--- src/rtl/robertson_mult_seq_if.sv ---
// robertson_mult_seq_if: start/done operand and product bundle for the Robertson multiplier
interface robertson_mult_seq_if #(parameter int WIDTH = 8);
    logic                 start;
    logic [WIDTH-1:0]     multiplicand;
    logic [WIDTH-1:0]     multiplier;
    logic                 busy;
    logic                 done;
    logic [2*WIDTH-1:0]   product;
    modport master (output start, multiplicand, multiplier, input busy, done, product);
    modport slave  (input start, multiplicand, multiplier, output busy, done, product);
endinterface

--- src/rtl/robertson_mult_seq.sv ---
// robertson_mult_seq: sequential signed multiplier, Robertson add/shift, one step per cycle
module robertson_mult_seq #(
    parameter int WIDTH = 8
) (
    input  logic                 clk,
    input  logic                 reset_n,
    robertson_mult_seq_if.slave  bus
);
    localparam int CW = (WIDTH > 2) ? $clog2(WIDTH) : 1;
    typedef enum logic [1:0] {IDLE, CALC, DONE} state_t;
    state_t               state_q, state_d;
    logic [WIDTH-1:0]     a_q, a_d, q_q, q_d, m_q, m_d;
    logic [CW-1:0]        cnt_q, cnt_d;
    logic [2*WIDTH-1:0]   product_q, product_d;
    logic                 busy_q, busy_d, done_q, done_d;
    logic [WIDTH:0]       m_ext, addend, sum;
    logic                 last, accept;
    // The final step subtracts M: the multiplier's sign bit carries weight -2^(WIDTH-1)
    assign last   = cnt_q == CW'(WIDTH - 1);
    assign m_ext  = {m_q[WIDTH-1], m_q};
    assign addend = !q_q[0] ? '0 : last ? -m_ext : m_ext;
    assign sum    = {a_q[WIDTH-1], a_q} + addend;
    assign accept = bus.start && state_q != CALC;
    always_comb begin
        state_d   = state_q;
        a_d       = a_q;
        q_d       = q_q;
        m_d       = m_q;
        cnt_d     = cnt_q;
        product_d = product_q;
        if (accept) begin
            m_d     = bus.multiplicand;
            q_d     = bus.multiplier;
            a_d     = '0;
            cnt_d   = '0;
            state_d = CALC;
        end else if (state_q == CALC) begin
            a_d   = sum[WIDTH:1];
            q_d   = {sum[0], q_q[WIDTH-1:1]};
            cnt_d = cnt_q + 1'b1;
            if (last) begin
                product_d = {sum[WIDTH:1], sum[0], q_q[WIDTH-1:1]};
                state_d   = DONE;
            end
        end else if (state_q == DONE) begin
            state_d = IDLE;
        end
        busy_d = state_d == CALC;
        done_d = state_d == DONE;
    end
    always_ff @(posedge clk or negedge reset_n) begin
        if (!reset_n) begin
            state_q   <= IDLE;
            a_q       <= '0;
            q_q       <= '0;
            m_q       <= '0;
            cnt_q     <= '0;
            product_q <= '0;
            busy_q    <= 1'b0;
            done_q    <= 1'b0;
        end else begin
            state_q   <= state_d;
            a_q       <= a_d;
            q_q       <= q_d;
            m_q       <= m_d;
            cnt_q     <= cnt_d;
            product_q <= product_d;
            busy_q    <= busy_d;
            done_q    <= done_d;
        end
    end
    assign bus.busy    = busy_q;
    assign bus.done    = done_q;
    assign bus.product = product_q;
endmodule

--- src/flat_wrapper.sv ---
// flat-port wrapper written by rule: the top's interface ports become plain ports
module robertson_mult_seq_flat 
#(
    parameter int WIDTH = 8
)
  (clk, reset_n, bus_start, bus_multiplicand, bus_multiplier, bus_busy, bus_done, bus_product);
  robertson_mult_seq_if #(.WIDTH(WIDTH)) bus_i ();
  input  logic clk;
  input  logic reset_n;
  input wire logic [$bits(bus_i.start)-1:0] bus_start;
  input wire logic [$bits(bus_i.multiplicand)-1:0] bus_multiplicand;
  input wire logic [$bits(bus_i.multiplier)-1:0] bus_multiplier;
  output wire logic [$bits(bus_i.busy)-1:0] bus_busy;
  output wire logic [$bits(bus_i.done)-1:0] bus_done;
  output wire logic [$bits(bus_i.product)-1:0] bus_product;
  assign bus_i.start = bus_start;
  assign bus_i.multiplicand = bus_multiplicand;
  assign bus_i.multiplier = bus_multiplier;
  assign bus_busy = bus_i.busy;
  assign bus_done = bus_i.done;
  assign bus_product = bus_i.product;
  robertson_mult_seq #(.WIDTH(WIDTH)) u_core (.clk(clk), .reset_n(reset_n), .bus(bus_i));
endmodule
--- config.mk ---
export PLATFORM = sky130hd
export DESIGN_NAME = robertson_mult_seq_flat
export DESIGN_NICKNAME = d
export VERILOG_FILES = /design/src/rtl/robertson_mult_seq_if.sv /design/src/rtl/robertson_mult_seq.sv /design/src/flat_wrapper.sv
export SDC_FILE = /design/constraint.sdc
export NUM_CORES = 1
export LEC_CHECK = 0
export ABC_AREA = 0
export CAP_MARGIN = 20
export CORE_AREA = 5 5 87 73
export CTS_CLUSTER_SIZE = 30
export DETAILED_ROUTE_END_ITERATION = 8
export DIE_AREA = 0 0 92 78
export PLACE_DENSITY = 0.69
export SYNTH_ARGS = -nofsm -noshare
export SYNTH_HDL_FRONTEND = slang
export SYNTH_SLANG_ARGS = --single-unit
--- constraint.sdc ---
create_clock -name clk -period 3.6 [get_ports clk]
set_input_delay 0.72 -clock clk [delete_from_list [all_inputs] [get_ports clk]]
set_output_delay 0.72 -clock clk [all_outputs]
set_load 0.005 [all_outputs]
* Yosys cells after proc, flatten, opt, wreduce, memory -nomap -nowiden *
Cells that the tools add are included.

storage, ports and cells
  memories = 0
  register bits = 47
  input port bits = 19
  bits in read-only memories = 0
  latch bits = 0
  bits in writable memories = 0
  word-level logic and storage cells = 33
  output and inout port bits = 18

cells by class
  bitwise logic cells = 1
  equality and inequality tests = 6
  multipliers = 0
  divide/modulo/power cells = 0
  shift operators = 0
  muxes and demuxes = 12
  reduce and logical (&&, ||, !) cells = 3
  magnitude comparators = 0
  add/sub/neg operators = 3

operators by type and width
  kind                                                  count
  two-way mux 8 bit                                     4
  two-way mux 9 bit                                     2
  adder 9 bit                                           1
  negation 9 bit                                        1
  two-way mux 2 bit                                     4
  two-way mux 3 bit                                     2
  equality test 2 x 1 -> 1 bit (second input constant)  2
  equality test 2 bit (second input constant)           2
  adder 3 x 1 -> 3 bit (second input constant)          1
  equality test 3 bit (second input constant)           1
  AND reduction 3 bit                                   1
  != test 2 x 1 -> 1 bit (second input constant)        1
  nonzero test 2 bit                                    1
  logical AND 1 bit                                     1
  inverter 1 bit                                        1

* Depth between registers and ports, before layout *
  word-level depth = 6
  depth in mapped cells = 13
  mapped depth without buffers = 12

* Worst setup path after synthesis *
No wires, ideal clock.

  path type = flip-flop to flip-flop
  from = register u_core.m_q[0]
  to = register u_core.product_q[14] (netlist: u_core.bus.product[14])
  data required time = 3461 ps
  setup time = 139 ps
  arrival = 2522 ps
  cell stages (with the launch flop) = 13
  clock period less this slack = 2661 ps
  buffers on the path = 0
  slack = 939 ps
  cell sequence = dfrtp_1 > inv_1 > ha_1 > or3b_1 > o31ai_1 > xor2_1 > nor2b_1 > ha_1 > a2111oi_0 > o21ai_0 > nand2_1 > xor2_1 > o21ai_0

between the ends
  cells in the longest elaborated chain, start to end = 4

ends and longest elaborated chain
  what                               RTL line                  text
  from (decl)                        robertson_mult_seq.sv:12  logic [WIDTH-1:0] a_q, a_d, q_q, q_d, m_q, m_d;
  from (signal assigned)             robertson_mult_seq.sv:65  m_q <= m_d;
  negation 9 bit                     robertson_mult_seq.sv:21  assign addend = !q_q[0] ? '0 : last ? -m_ext : m_ext;
  two-way mux 9 bit * (2 in series)  robertson_mult_seq.sv:21
  adder 9 bit *                      robertson_mult_seq.sv:22  assign sum = {a_q[WIDTH-1], a_q} + addend;
  to (signal assigned)               robertson_mult_seq.sv:67  product_q <= product_d;
  to (decl)                          robertson_mult_seq.sv:14  logic [2*WIDTH-1:0] product_q, product_d;

Mark *: on every way between the ends. The rest lies on a longest branch, timed or not.
A chain may end at the register's enable or synchronous reset.

* Worst setup path after layout *
  from = register u_core.m_q[1]
  to = register u_core.product_q[14] (netlist: u_core.bus.product[14])

Same word-level chain as after synthesis.

==> impl_metrics.yaml <==
synth:
  synth_cells: 227
  synth_common_cells: "47 x dfrtp_1, 31 x nand2_1, 28 x o21ai_0, 17 x mux2_2, 11 x ha_1"
  synth-main-ff-cell: "dfrtp_1"
  ys_seq_area_frac: 0.489
  ys_types: 34
  ys_top_cells_by_area: "dfrtp_1 49%, mux2_2 8.0%, o21ai_0 5.8%"
  syn_area_per_cell_sq_um: 10.6
  syn_area_sq_um: 2410
  synth_top_cell_area_share: 0.489
  synth.most_common_cell: "dfrtp_1"
  ys_warn_count: 0
  yosys.area.top_type: "dfrtp_1"
  postSynth.asyncResetShare: 1.00
  syn_nets: 258
  synth_edf_count: 0
  ys_seq_elements: 47
cts:
  root_buffer: "clkbuf_8"
  clk_path_buf_depth: 2
  cts-resized-gates: 0
  cts.sinks: 47
  cts_tree: "done"
  cts_hold_buf: 0
  h-tree-depth: 2
  insertion_delay_ns: 0.30
  path_clk_slew_ns: 0.08
  cts-buffers-inserted: 5
  postCtsSetupRepairBufs: 0
routing:
  postRouteAntennaNets: 0
  finalWirelength_um: 4480
  num_vias: 1710
  drtIter0Drc: 33
  wl_per_cell_um: 13.7
  drc: 0
  via_per_inst: 5.23
  dr.pass1.iters: 4
layout:
  instances_no_fill: 327
  insertedDiodeCount: 0
  final_cell_area_sq_um: 2920
  syn2layout_area_growth_pct: 21.2
  finalNetCount: 294
  final_util: 0.545
  drive_above_1_share: 0.111
power:
  cellLeakagePower_nw: 1.30
  swShare: 0.374
  combPwrFrac: 0.477
  p_switching_mw: 0.911
  finalPower_mw: 2.44
  pwr-share-seq: 0.400
  clockPowerShare: 0.123
  power_density_nw_per_um2: 836
  irDropWorstVdd_uv: 474
  internal_power_mw: 1.53
sta:
  rsz0062_at_grt: "false"
  worst_pin_slew_ns: 0.758
  fmax_mhz: 347
  drv_slew: 0
  setup_viol: 0
  fin_tns_setup_ns: 0
  fin_crit_ns: 2.88
  finalHoldViolCount: 0
  skew_ns: 0.00481
  fin_ws_ns: 0.720
  whs_ns: 0.283
  slew_headroom: 0.493
  post-route-period-util: 0.800
setup_path:
  cp.required_ns: 3.75
  arrival_ns: 3.03
  critPathKind: "reg2reg"
  r2r-end: "u_core.bus.product[14]"
  cp-start-kind: "flip-flop"
  reg2reg_depth: 12
  r2r_slack_ns: 0.72
  reg2reg_from: "u_core.m_q[1]"
  worstPathMaxFanout: 6
  crit_path_end_kind: "flip-flop"
global_routing:
  antenna_found_initial: 0
  grt_pass1_vias: 1755
  grt_pass1_wl_um: 8200
  grt_max_degree: 48
  track_usage: 0.141
  grt.overflow.total: 0
floorplan:
  core_area_sq_um: 5350
  die_area_sq_um: 7180
  start_util: 0.450
  fp-row-count: 24
  fp.dieW_um: 92
  die_y_um: 78
  io_pins: 37
run_status:
  status: "finished clean"
place:
  placed_area_sq_um: 2820
  gp_congestion: 0.833
  post-place-ws_ns: 0.719
  dpl.hpwl_um: 3230
  portBuffers: 36
  dpl.cell_count: 320
min_path:
  hp-class: "in2async"
job:
  drv_cap: 0
[power by group through the flow]
stage	Combinational, mW	Clock (mW)	Sequential [mW]
floorplan	0.792	0	0.946
global route	1.34	0.331	1.02
finish	1.16	0.300	0.975
CTS	1.18	0.313	0.979
detailed placement	1.18	0	0.988
global placement	1.15	0	0.983
[cells by family (layout without fill, tap and decap cells)]
logic type	count (synthesis)	after routing	share of synthesized area
AOI/OAI and AO/OA	51	51	0.126
xor gates and xnor gates	13	13	0.0473
adders and majority gates	12	12	0.0655
buffers and inverters	17	52	0.0270
DFF	47	47	0.489
muxes	25	25	0.113
and+or+nand+nor	62	62	0.132
[worst max path at each step]
stage | start | endpoint | slack (ns)
floorplan | u_core.m_q[0] | u_core.bus.product[14] | 0.94
global placement | u_core.m_q[0] | u_core.bus.product[14] | 0.81
detailed placement | u_core.m_q[1] | u_core.a_q[6] | 0.72
CTS | u_core.m_q[1] | u_core.bus.product[14] | 0.71
global route | u_core.m_q[1] | u_core.a_q[6] | 0.40
finish | u_core.m_q[1] | u_core.bus.product[14] | 0.72
[cells in the final DEF (no fill, tap or decap), types with 7 or more instances in the layout]
master,count
clkdlybuf4s50_1,35
dfrtp_1,47
ha_1,11
inv_1,7
mux2_2,17
mux2i_1,8
nand2_1,31
nand3b_1,10
o21ai_0,28
xor2_1,9
[cell type report]
cell class / instances / area [sq um]
fillers: 491 / 2430
flip-flops and latches: 47 / 1180
multi-input cells: 163 / 1160
repair buffers: 39 / 390
well taps: 65 / 81.3
clock buffers: 5 / 68.8
inverters: 7 / 26.3
clock inverters: 1 / 7.51
[layer usage]
metal / track usage / part of all wire / wire (um) / vias up
met3: 0.0348 / 0.027 / 122 / 6
met1: 0.193 / 0.51 / 2290 / 824
met2: 0.215 / 0.44 / 1980 / 21
met5: 0 / 0 / 0 / -
li1: - / - / - / 859
met4: 0.0579 / 0.018 / 81 / 0
[state kept, by name, indices dropped and copies added (netlist names)]
| signal | flops |
|---|---|
| u_core.a_q | 8 |
| u_core.bus.busy | 1 |
| u_core.bus.done | 1 |
| u_core.bus.product | 16 |
| u_core.cnt_q | 3 |
| u_core.m_q | 8 |
| u_core.q_q | 8 |
| u_core.state_q | 2 |
[worst max-delay path: stages, from the launching register on]
cell	delay [ns]
dfrtp_1	0.41
inv_1	0.08
ha_1	0.14
or3b_1	0.40
o31ai_1	0.26
xor2_1	0.17
nor2b_1	0.06
ha_1	0.34
a2111oi_0	0.38
o21ai_0	0.15
nand2_1	0.09
xor2_1	0.17
o21ai_0	0.09
No activity file was read; power rests on OpenSTA's default activity.
